**src/rtl/imem_loader_pkg.sv**
```systemverilog
// rtl/imem_loader_pkg.sv - shared loader definitions: FSM states and load-stream byte counts
package imem_loader_pkg;

    typedef enum logic [2:0] {
        ST_IDLE,
        ST_LEN_HI,
        ST_LEN_LO,
        ST_DATA,
        ST_WRITE,
        ST_CSUM,
        ST_DONE,
        ST_ERR
    } state_t;

    localparam int LEN_BYTES  = 2;
    localparam int WORD_BYTES = 4;
    localparam int CSUM_BYTES = 1;

    localparam logic [1:0] LAST_BYTE_IDX = 2'(WORD_BYTES - 1);

endpackage

```
**src/rtl/imem_loader_byte_packer.sv**
```systemverilog
// rtl/imem_loader_byte_packer.sv - MSB-first byte-to-word shift register with byte counter
module byte_packer
    import imem_loader_pkg::*;
(
    input  logic        clk,
    input  logic        reset,
    input  logic        clear,
    input  logic        shift_en,
    input  logic [7:0]  in_byte,
    output logic [31:0] word,
    output logic        last_byte
);

    logic [31:0] word_q, word_d;
    logic [1:0]  cnt_q, cnt_d;

    always_comb begin
        word_d = word_q;
        cnt_d  = cnt_q;
        if (clear) begin
            word_d = '0;
            cnt_d  = '0;
        end else if (shift_en) begin
            word_d = {word_q[23:0], in_byte};
            cnt_d  = cnt_q + 2'd1;
        end
    end

    always_ff @(posedge clk) begin
        if (reset) begin
            word_q <= '0;
            cnt_q  <= '0;
        end else begin
            word_q <= word_d;
            cnt_q  <= cnt_d;
        end
    end

    assign word      = word_q;
    assign last_byte = shift_en && (cnt_q == LAST_BYTE_IDX);

endmodule

```
**src/rtl/imem_loader.sv**
```systemverilog
// rtl/imem_loader.sv - serial instruction-memory loader with length header and XOR checksum
module imem_loader
    import imem_loader_pkg::*;
#(
    parameter int DEPTH_WORDS = 256
) (
    input  logic        clk,
    input  logic        reset,
    input  logic        start,
    input  logic [7:0]  in_byte,
    input  logic        in_valid,
    output logic        in_ready,
    output logic        imem_we,
    output logic [31:0] imem_addr,
    output logic [31:0] imem_wdata,
    output logic        cpu_reset,
    output logic        busy,
    output logic        done,
    output logic        error
);

    state_t      state_q, state_d;
    logic [7:0]  len_hi_q, len_hi_d;
    logic [15:0] len_q, len_d;
    logic [15:0] word_index_q, word_index_d;
    logic [7:0]  csum_q, csum_d;

    logic        idle_like;
    logic        start_ok;
    logic        accept;
    logic        last_byte;
    logic [15:0] n_rx;
    logic [31:0] packed_word;

    assign idle_like = (state_q == ST_IDLE) || (state_q == ST_DONE) || (state_q == ST_ERR);
    assign start_ok  = start && idle_like;
    assign in_ready  = (state_q == ST_LEN_HI) || (state_q == ST_LEN_LO) ||
                       (state_q == ST_DATA)   || (state_q == ST_CSUM);
    assign accept    = in_valid && in_ready;
    assign n_rx      = {len_hi_q, in_byte};

    byte_packer u_packer (
        .clk       (clk),
        .reset     (reset),
        .clear     (start_ok),
        .shift_en  (accept && (state_q == ST_DATA)),
        .in_byte   (in_byte),
        .word      (packed_word),
        .last_byte (last_byte)
    );

    always_comb begin
        state_d      = state_q;
        len_hi_d     = len_hi_q;
        len_d        = len_q;
        word_index_d = word_index_q;
        csum_d       = csum_q;
        case (state_q)
            ST_IDLE, ST_DONE, ST_ERR: begin
                if (start) begin
                    state_d      = ST_LEN_HI;
                    word_index_d = '0;
                    csum_d       = '0;
                end
            end
            ST_LEN_HI: begin
                if (accept) begin
                    len_hi_d = in_byte;
                    csum_d   = csum_q ^ in_byte;
                    state_d  = ST_LEN_LO;
                end
            end
            ST_LEN_LO: begin
                if (accept) begin
                    len_d  = n_rx;
                    csum_d = csum_q ^ in_byte;
                    if ({16'd0, n_rx} > 32'(DEPTH_WORDS)) begin
                        state_d = ST_ERR;
                    end else if (n_rx == 16'd0) begin
                        state_d = ST_CSUM;
                    end else begin
                        state_d = ST_DATA;
                    end
                end
            end
            ST_DATA: begin
                if (accept) begin
                    csum_d = csum_q ^ in_byte;
                    if (last_byte) begin
                        state_d = ST_WRITE;
                    end
                end
            end
            ST_WRITE: begin
                // The strobe uses the current index; the bump is seen from the next word on.
                word_index_d = word_index_q + 16'd1;
                state_d      = (word_index_q + 16'd1 == len_q) ? ST_CSUM : ST_DATA;
            end
            ST_CSUM: begin
                if (accept) begin
                    state_d = (in_byte == csum_q) ? ST_DONE : ST_ERR;
                end
            end
            default: state_d = ST_IDLE;
        endcase
    end

    always_ff @(posedge clk) begin
        if (reset) begin
            state_q      <= ST_IDLE;
            len_hi_q     <= '0;
            len_q        <= '0;
            word_index_q <= '0;
            csum_q       <= '0;
        end else begin
            state_q      <= state_d;
            len_hi_q     <= len_hi_d;
            len_q        <= len_d;
            word_index_q <= word_index_d;
            csum_q       <= csum_d;
        end
    end

    assign imem_we    = (state_q == ST_WRITE);
    assign imem_addr  = {14'd0, word_index_q, 2'b00};
    assign imem_wdata = packed_word;
    assign busy       = !idle_like;
    assign done       = (state_q == ST_DONE);
    assign error      = (state_q == ST_ERR);
    assign cpu_reset  = (state_q != ST_DONE);

endmodule

```
**config.mk**
```make
export PLATFORM = sky130hd
export DESIGN_NAME = imem_loader
export DESIGN_NICKNAME = d
export VERILOG_FILES = /design/src/rtl/imem_loader_pkg.sv /design/src/rtl/imem_loader_byte_packer.sv /design/src/rtl/imem_loader.sv
export SDC_FILE = /design/constraint.sdc
export NUM_CORES = 1
export LEC_CHECK = 0
export BUFFER_PORTS_ARGS = -buffer_cell sky130_fd_sc_hd__buf_2
export CAP_MARGIN = 5
export CORE_MARGIN = 2
export CORE_UTILIZATION = 50
export DETAILED_ROUTE_END_ITERATION = 12
export GPL_TIMING_DRIVEN = 1
export HOLD_SLACK_MARGIN = 0.12
export PLACE_DENSITY = 0.87
export SLEW_MARGIN = 20
export SYNTH_ARGS = -nofsm -noshare
export SYNTH_HDL_FRONTEND = slang
export SYNTH_SLANG_ARGS = --single-unit
```
**constraint.sdc**
```tcl
create_clock -name clk -period 2.05 [get_ports clk]
set_input_delay 0 -clock clk [delete_from_list [all_inputs] [get_ports clk]]
set_output_delay 0 -clock clk [all_outputs]
set_load 0.02 [all_outputs]
```
==> metrics.cfg, run 1 <==
[final_layout]
nets=675
final_cell_mix=139 x nand2_1, 87 x a21oi_1, 77 x dfxtp_1
final_common_cell=nand2_1
syn2layout_area_growth_pct=20.06
final_area_um2=5226
insertedDiodeCount=0
drive_above_1_share_pct=22.71

[global_route]
antenna_found_initial=0
grt_pass1_wl_um=18650
grt_usage_pct=23.58
grt_max_degree=51
grt.overflow.total=0
grt_pass1_vias=4039

[critical_path]
crit_chain=ha_2, nand2_1, or4_1, a32o_1, o211ai_2, nor2_1, a21o_1
path_max_fanout=8
cp_num_buf_inv=0
required_ps=2320
reg2reg_from=word_index_q[0]$_SDFFE_PP0P_
endpoint_kind=flop
critPathLaunchType=flop
critPathKind=reg2reg
reg2regPathDepth=7
cp_data_arrival_time_ps=2240
ff2ff_setup_slack_ps=80
crit_family=compound AO/OA/AOI/OAI gates
reg2reg_to=state_q[2]$_SDFFE_PP0P_
slowest_stage=or4_1
max_stage_delay_ps=480

[sta]
final-hold-violation-count=0
tightest_slew_ps=668.2
setup_viol_count_final=0
fin_crit_ps=1969
layout_setup_ws_ps=81.13
slew_violations=0
min_period_over_period_pct=96.04
fmax_mhz=507.9
relSlewSlack_pct=55.45
fin_skew_ps=19.92

[yosys]
synth.top_cell.area_share_pct=39.09
synth.distinct_cells=58
synth_compound_area_share_pct=19.06
synth_edf_count=0
synth_ff_type=dfxtp_1
yosys.area_share.simple_pct=28.86
async_reset_ff_share_pct=0
synth_top_family_by_area=simple AND/OR/NAND/NOR gates
synth-xor-area-share_pct=4.427
synth_area_leaders=dfxtp_1 39%, nand2_1 12%, a21oi_1 10%
synthAdderAreaFrac_pct=0.8623
synthMuxAreaShare_pct=0
synth-seq-area-share_pct=39.09
yosysTopAreaCell=dfxtp_1
syn_avg_cell_area_um2=7.531
synth_warnings=0
postSynthCellCount=578
synthesis.area_um2=4353
ys_ff_latch=85

[floorplanning]
ioPinCount=82
dieHeight_um=97.31
die-area_um2=9468
initial_utilization_pct=50.66
die-width_um=97.31
core_area_um2=8593
rows=34

[detailed_routing]
routedWlPerCell_um=14.56
drt-initial-drc-count=276
drc=0
via_per_inst=5.582
ant_nets=0
first_pass_iters=4
vias=4315
routed_wl_um=11260

[clocking]
clockBufferDepth=2
numCtsBuffers=9
cts_tree=built
htreeDepth=3
clk_latency_ps=370
cts_root_buf=clkbuf_8
clkSinkCount=85
clkTransAtPathRegs_ps=100

[pwr]
power.leakage_nw=2.072
p_total_mw=4.145
pwr_density_cell_nw_per_um2=793.1
ir_drop_uv=445.8

[place]
post-place-ws_ps=73.99
portBuffers=65
postPlaceCellArea_um2=4830
gp_congestion=0.9487
hpwl_um=7946

[job]
cap_violations=0

[outcome]
outcome=finished, final reports clean

[worst_hold_path]
hold_start=in_valid
min_to=len_hi_q[0]$_SDFFE_PP0P_
worstHoldPathType=in2reg
hold_depth=5

timing repair:
| item | CTS | global route |
|---|---|---|
| resized for setup | 0 | 22 |
| hold endpoints to repair | 32 | 0 |
| hold buffers | 8 | 0 |
| buffers inserted | 0 | 4 |
| endpoints found under the setup margin | 0 | 5 |
registers in the layout, summed over array words and instances (netlist names):
signal and flops:
csum_q 8, len_hi_q 8, len_q 16, state_q 3, u_packer.cnt_q 2, u_packer.word 32
word_index_q 16
per-layer routing:
| layer | track usage, % | vias up | share of wire [%] |
|---|---|---|---|
| met2 | 40.71 | 135 | 50 |
| met5 | 0 | - | 0 |
| met4 | 8.547 | 0 | 1.6 |
| met3 | 4.604 | 19 | 6.0 |
| li1 | - | 2125 | - |
| met1 | 29.32 | 2036 | 43 |
cells in the mapped netlist (2+ instances only):
| library cell | count |
|---|---|
| xnor2_1 | 17 |
| o211ai_1 | 3 |
| or2_2 | 2 |
| xor2_1 | 5 |
| a22oi_1 | 2 |
| o21ai_0 | 19 |
| a21oi_1 | 87 |
| buf_2 | 6 |
| and4_1 | 2 |
| a31oi_1 | 4 |
| inv_1 | 8 |
| a21o_1 | 4 |
| nand3_1 | 8 |
| nand4b_1 | 2 |
| or3_1 | 4 |
| nand4_1 | 3 |
| buf_4 | 22 |
| a311oi_1 | 4 |
| clkbuf_1 | 22 |
| nor3_1 | 9 |
| nand2_1 | 139 |
| nor3b_1 | 4 |
| nor2_1 | 32 |
| ha_1 | 3 |
| dfxtp_1 | 85 |
| or4_1 | 3 |
| nand2b_1 | 3 |
| nor2b_1 | 23 |
| nor4_1 | 11 |
| and3_1 | 2 |
| a211oi_1 | 3 |
| o221ai_1 | 4 |
| a2111oi_0 | 2 |
| nand3b_1 | 3 |
| buf_1 | 2 |
| and2_1 | 4 |
worst max-delay path by stage:
| stage | startpoint | to | slack [ps] | cells past startpoint |
|---|---|---|---|---|
| 3_5_place_dp | word_index_q[5]$_SDFFE_PP0P_ | state_q[1]$_SDFFE_PP0P_ | 70 | 7 |
| 3_3_place_gp | word_index_q[0]$_SDFFE_PP0P_ | state_q[1]$_SDFFE_PP0P_ | 80 | 7 |
| 5_1_grt | state_q[1]$_SDFFE_PP0P_ | state_q[2]$_SDFFE_PP0P_ | -30 | 7 |
| 6_report | word_index_q[0]$_SDFFE_PP0P_ | state_q[2]$_SDFFE_PP0P_ | 80 | 7 |
| 2_1_floorplan | word_index_q[4]$_SDFFE_PP0P_ | state_q[1]$_SDFFE_PP0P_ | 20 | 8 |
| 4_1_cts | word_index_q[0]$_SDFFE_PP0P_ | state_q[1]$_SDFFE_PP0P_ | 50 | 7 |
through the flow:
| step | instances | util (%) | hold WS [ps] | TNS [ps] |
|---|---|---|---|---|
| 2_1_floorplan | 593 | - | 136.0 | 0 |
| 3_3_place_gp | 745 | 56.20 | 299.4 | 0 |
| 3_5_place_dp | 745 | 56.20 | 306.0 | 0 |
| 4_1_cts | 769 | 59.46 | 172.7 | 0 |
| 5_1_grt | 773 | 60.82 | 202.7 | -39.68 |
| 6_report | 773 | 60.82 | 199.6 | 0 |
report_power, final:
group	leakage [nW]	total, mW	internal (mW)	switching (mW)
combinational	1.28	1.15	0.415	0.740
clock	0.103	1.19	0.484	0.703
sequential	0.691	1.80	1.73	0.0701
total	2.07	4.15	2.63	1.51
worst reg2reg max path, cell delays in order (launching register included):
cell	delay, ps
dfxtp_4	400
ha_2	210
nand2_1	80
or4_1	480
a32o_1	270
o211ai_2	220
nor2_1	60
a21o_1	160
layout make-up:
type	count	area (um2)
clock buffer	9	123.9
clock inverter	7	76.32
fill	764	3367
inverter	8	30.03
multi-input combinational	446	2457
sequential	85	1717
tap	108	135.1
timing repair buffer	110	686.9
logic make-up after synthesis:
| logic type | Yosys count |
|---|---|
| other | 1 |
| buffers and inverters | 62 |
| and+or+nand+nor | 262 |
| xor gates and xnor gates | 22 |
| DFF | 85 |
| adders and majority gates | 3 |
| AOI/OAI and AO/OA | 143 |
No activity file was read; power rests on OpenSTA's default activity.
==> inputs of run 2 (changes only) <==
ABC_AREA = 1   (was not set)
CORE_ASPECT_RATIO = 0.7   (was not set)
==> run 2 against run 1 <==
Total power is 1.0% lower; critical endpoint unchanged; utilization increased by 1.5 points; hold slack worse by 49 ps; wire length rose by 3.4%; via count up 4.9%; critical path type unchanged.
==> metrics.cfg, run 2 <==
[outcome]
outcome=finished, final reports clean

[sta]
tightest_slew_ps=503.0
fin_skew_ps=4.601
slew_violations=0
min_period_over_period_pct=97.04
fin_tns_setup_ps=0
final-hold-violation-count=0
fin_crit_ps=1989
rsz0062_at_grt=true
hold_slack_ps=150.2
layout_setup_ws_ps=60.60
relSlewSlack_pct=66.16
setup_viol_count_final=0
fmax_mhz=502.7

[critical_path]
required_ps=2320
critPathKind=reg2reg
max_stage_delay_ps=370
critPathLaunchType=flop
cp_num_cells=14
reg2reg_from=word_index_q[0]$_SDFFE_PP0P_
cp-endpoint=state_q[2]$_SDFFE_PP0P_
crit_chain=ha_4, nand2_4, nor2_4, buf_4, nand3_1, nand3_1, nand2_1, nor2_1, nand3_1, nor2_1, nand3_1, nand2_1, nand2_1, a21oi_2
cp_data_arrival_time_ps=2260
ff2ff_setup_slack_ps=60
crit_family=simple AND/OR/NAND/NOR gates
worstSetupStartpoint=word_index_q[0]$_SDFFE_PP0P_
slowest_stage=dfxtp_4
reg2regPathDepth=14
cp_num_buf_inv=1
reg2reg_to=state_q[2]$_SDFFE_PP0P_
path_max_fanout=4
endpoint_kind=flop
crit_path_frequent_cell=nand3_1

[final_layout]
final_common_cell=nand2_1
nets=730
syn2layout_area_growth_pct=21.98
largest_reg_flops=32
fin_cells=824
final_area_um2=5243
final_cell_mix=160 x nand2_1, 85 x a21oi_1, 78 x nand3_1
drive_above_1_share_pct=20.17
insertedDiodeCount=0
final_core_util_pct=62.35

[yosys]
synthesis.area_um2=4298
synthAdderAreaFrac_pct=0.8734
yosysMostFrequentCell=nand2_1
synth_ff_type=dfxtp_1
synth.top_cell.area_share_pct=39.59
synth_edf_count=0
postSynthCellCount=632
async_reset_ff_share_pct=0
synth-seq-area-share_pct=39.59
synthMuxAreaShare_pct=0
ys_ff_latch=85
yosys.area_share.simple_pct=32.43
ys_top_cells_by_count=162 x nand2_1, 85 x a21oi_1, 85 x dfxtp_1
synth_warnings=0
synth.distinct_cells=32
synth_area_leaders=dfxtp_1 40%, nand2_1 14%, a21oi_1 9.9%
synth_top_family_by_area=simple AND/OR/NAND/NOR gates
synth_compound_area_share_pct=14.82
yosysTopAreaCell=dfxtp_1
syn_avg_cell_area_um2=6.800
synth-xor-area-share_pct=2.038

[clocking]
clkTransAtPathRegs_ps=60
clk_latency_ps=340
cts_tree=built
clkSinkCount=85
numCtsBuffers=9
clockBufferDepth=2
cts_root_buf=clkbuf_16
htreeDepth=3

[pwr]
sw_frac_of_total_pct=27.16
power_frac_clock_pct=41.8
combPwrFrac_pct=15.1
ir_drop_uv=644.3
pwr_density_cell_nw_per_um2=782.7
power.leakage_nw=2.283
p_sw_mw=1.115
p_total_mw=4.103
p_seq_share_pct=43.1
p_int_mw=2.989

[floorplanning]
die-width_um=114.8
core_area_um2=8408
die-area_um2=9365
dieHeight_um=81.57
initial_utilization_pct=51.12
rows=28
ioPinCount=82

[place]
hpwl_um=8036
gp_congestion=0.9325
portBuffers=65
post-place-cells=791
post-place-ws_ps=61.07
postPlaceCellArea_um2=4711

[detailed_routing]
first_pass_iters=5
via_per_inst=5.492
routedWlPerCell_um=14.13
drc=0
routed_wl_um=11640
vias=4525
drt-initial-drc-count=380
ant_nets=0

[global_route]
grt_usage_pct=24.13
grt_pass1_wl_um=18000
grt_pass1_vias=3902
antenna_found_initial=0
grt.overflow.total=0
grt_max_degree=35

[job]
cap_violations=0

[worst_hold_path]
worstHoldPathType=in2reg
hold_depth=3

run 2: timing repair:
| action | in CTS | in global routing |
|---|---|---|
| buffers inserted | 0 | 9 |
| setup endpoints to repair | 0 | 2 |
| hold buffers | 9 | 0 |
| gates resized for setup | 0 | 22 |
| hold endpoints to repair | 34 | 0 |
run 2: worst min path at each step:
stage | startpoint | end
floorplan | in_byte[2] | len_hi_q[2]$_SDFFE_PP0P_
global route | reset | state_q[2]$_SDFFE_PP0P_
CTS | reset | state_q[2]$_SDFFE_PP0P_
detailed placement | in_byte[1] | len_hi_q[1]$_SDFFE_PP0P_
global placement | in_byte[4] | len_hi_q[4]$_SDFFE_PP0P_
finish | reset | state_q[2]$_SDFFE_PP0P_
run 2: kinds of logic after synthesis:
logic type | count (synthesis)
flops | 85
other cells | 1
xor+xnor | 10
buf+inv | 98
simple gates | 314
compound gates | 121
fa+ha+maj | 3
run 2: tightest hold or removal path: cells and delay by family:
kind	cells	cell delay (ps)
buffers and inverters	2	390
AOI/OAI and AO/OA	1	40
run 2: layout make-up:
class | instances | area [um2]
Fill cell | 698 | 3166
Sequential cell | 85 | 1717
Inverter | 57 | 214.0
Multi-Input combinational cell | 464 | 2271
Timing Repair Buffer | 98 | 595.6
Tap cell | 105 | 131.4
Clock inverter | 5 | 75.07
Clock buffer | 10 | 239.0
run 2: per-layer routing:
metal / up-vias / routed length (um) / global-route usage [%]
met1: 2073 / 5233 / 32.39
met3: 23 / 832 / 5.904
li1: 2211 / - / -
met2: 218 / 5434 / 38.52
met4: 0 / 140 / 7.952
met5: - / 0 / 0
run 2: power groups by stage:
stage,registers (mW),logic [mW],clock network [mW]
global placement,1.80,0.564,0
CTS,1.77,0.603,1.74
floorplan,1.79,0.434,0
global route,1.78,0.678,1.80
finish,1.77,0.618,1.72
detailed placement,1.81,0.583,0
==> inputs of run 3 (changes only) <==
ABC_AREA = not set   (was 1)
CAP_MARGIN = not set   (was 5)
CTS_BUF_LIST = sky130_fd_sc_hd__clkbuf_4 sky130_fd_sc_hd__clkbuf_8 sky130_fd_sc_hd__clkbuf_16   (was not set)
==> run 3 against run 2 <==
Combinational power increased by 89%; clock skew rose by 4.0 ps; hold slack gained 94 ps; sequential share of layout area decreased by 0.38 points; utilization up 0.38 points; critical path depth down 8; wire length grew 4.6%.
==> metrics.cfg, run 3 (synthesis gave the netlist of run 1 again) <==
[critical_path]
endpoint_kind=flop
crit_family=simple AND/OR/NAND/NOR gates
cp_data_arrival_time_ps=2230
crit_chain=nand4_1, or4_1, a32o_1, o211ai_2, nor2_1, a21o_1
reg2reg_to=state_q[2]$_SDFFE_PP0P_
reg2reg_from=word_index_q[5]$_SDFFE_PP0P_
required_ps=2290
reg2regPathDepth=6
slowest_stage=or4_1
cp_num_buf_inv=0
ff2ff_setup_slack_ps=60
critPathLaunchType=flop
path_max_fanout=5
critPathKind=reg2reg
max_stage_delay_ps=560

[final_layout]
nets=672
nFillCells=716
final_core_util_pct=62.73
final_cell_mix=139 x nand2_1, 87 x a21oi_1, 77 x dfxtp_1
multi_input_area_um2=2450
largest_reg_flops=32
final_common_cell=nand2_1
fin_cells=782
drive_above_1_share_pct=21.60
insertedDiodeCount=0
syn2layout_area_growth_pct=21.67
regArea_um2=1714

[sta]
fin_crit_ps=1993
fin_tns_setup_ps=0
fmax_mhz=501.8
slew_violations=0
hold_slack_ps=244.0
relSlewSlack_pct=64.11
tightest_slew_ps=538.4
setup_viol_count_final=0
rsz0062_at_grt=true
fin_skew_ps=8.622
final-hold-violation-count=0
min_period_over_period_pct=97.21

[pwr]
p_int_mw=2.996
sw_frac_of_total_pct=33.61
ir_drop_uv=478.4
pwr_density_cell_nw_per_um2=852.0
power_frac_clock_pct=33.9
p_sw_mw=1.517
combPwrFrac_pct=26.0
p_seq_share_pct=40.2
p_total_mw=4.513
power.leakage_nw=2.092

[place]
post-place-cells=757
hpwl_um=8462
portBuffers=65
gp_congestion=0.9967

[detailed_routing]
drc=0
routed_wl_um=12180
first_pass_iters=5
ant_nets=0
drt-initial-drc-count=421
routedWlPerCell_um=15.57
via_per_inst=5.715
vias=4469

[job]
cap_violations=0

[clocking]
clkSinkCount=85
htreeDepth=3
clkTransAtPathRegs_ps=70
cts_root_buf=clkbuf_16
clk_latency_ps=340
numCtsBuffers=9
clockBufferDepth=2
cts_tree=built

[global_route]
grt_pass1_vias=3866
antenna_found_initial=0
grt_pass1_wl_um=18680
grt_max_degree=51
grt_usage_pct=25.17
grt.overflow.total=0

[worst_hold_path]
hold_depth=5
hold_start=reset
worstHoldPathType=in2reg
min_to=state_q[2]$_SDFFE_PP0P_

[floorplanning]
die-width_um=115.5
rows=28
core_area_um2=8443
initial_utilization_pct=51.56
die-area_um2=9480
ioPinCount=82
dieHeight_um=82.07

[outcome]
outcome=finished, final reports clean

==> run 3: power groups by stage <==
stage | Combinational, mW | Sequential (mW) | Clock [mW]
6_report | 1.17 | 1.81 | 1.53
5_1_grt | 1.28 | 1.82 | 1.60
4_1_cts | 1.13 | 1.81 | 1.54
3_5_place_dp | 1.10 | 1.84 | 0
3_3_place_gp | 1.07 | 1.84 | 0
2_1_floorplan | 0.793 | 1.82 | 0
==> run 3: tightest hold or removal path, cell delays in order <==
cell      delay (ps)
buf_2            110
inv_1             70
o221ai_1         130
nor4b_1           90
a21o_1           150
==> run 3: worst max path at each step <==
stage                                      start                 endpoint  cells after the start
finish              word_index_q[5]$_SDFFE_PP0P_  state_q[2]$_SDFFE_PP0P_                      6
floorplan           word_index_q[4]$_SDFFE_PP0P_  state_q[1]$_SDFFE_PP0P_                      8
detailed placement  word_index_q[0]$_SDFFE_PP0P_  state_q[1]$_SDFFE_PP0P_                      7
CTS                 word_index_q[0]$_SDFFE_PP0P_  state_q[1]$_SDFFE_PP0P_                      7
global route        word_index_q[1]$_SDFFE_PP0P_  state_q[1]$_SDFFE_PP0P_                      7
global placement    word_index_q[0]$_SDFFE_PP0P_  state_q[1]$_SDFFE_PP0P_                      7
==> run 3: metal layers <==
metal | routed length (um) | vias to the layer above | track usage, %
met3 | 1046 | 23 | 6.347
met5 | 0 | - | 0
li1 | - | 2122 | -
met1 | 5458 | 2102 | 35.74
met4 | 196 | 0 | 7.831
met2 | 5474 | 222 | 37.49
==> run 3: cell type report <==
| class | instances | share of cell area, % |
|---|---|---|
| clock buffers | 11 | 4.536 |
| clock inverters | 5 | 0.6615 |
| inverters | 8 | 0.5670 |
| multi-input cells | 446 | 46.26 |
| flip-flops and latches | 85 | 32.36 |
| well taps | 120 | 2.835 |
| repair buffers | 107 | 12.78 |
==> run 3: repair_timing <==
action / CTS / global route
setup buffers: 0 / 1
gates cloned: 0 / 0
gates resized for setup: 4 / 14
hold buffers: 8 / 0
hold endpoints to repair: 25 / 0
setup endpoints to repair: 1 / 2
pin swaps: 1 / 5
==> run 3: through the flow <==
stage | cell area [um2] | worst slack, ps
final | 5296 | 57.10
after detailed placement | 4857 | -27.00
after CTS | 5238 | 1.817
after global routing | 5296 | -0.8729
after floorplan | 4417 | 16.03
after global placement | 4857 | 58.31
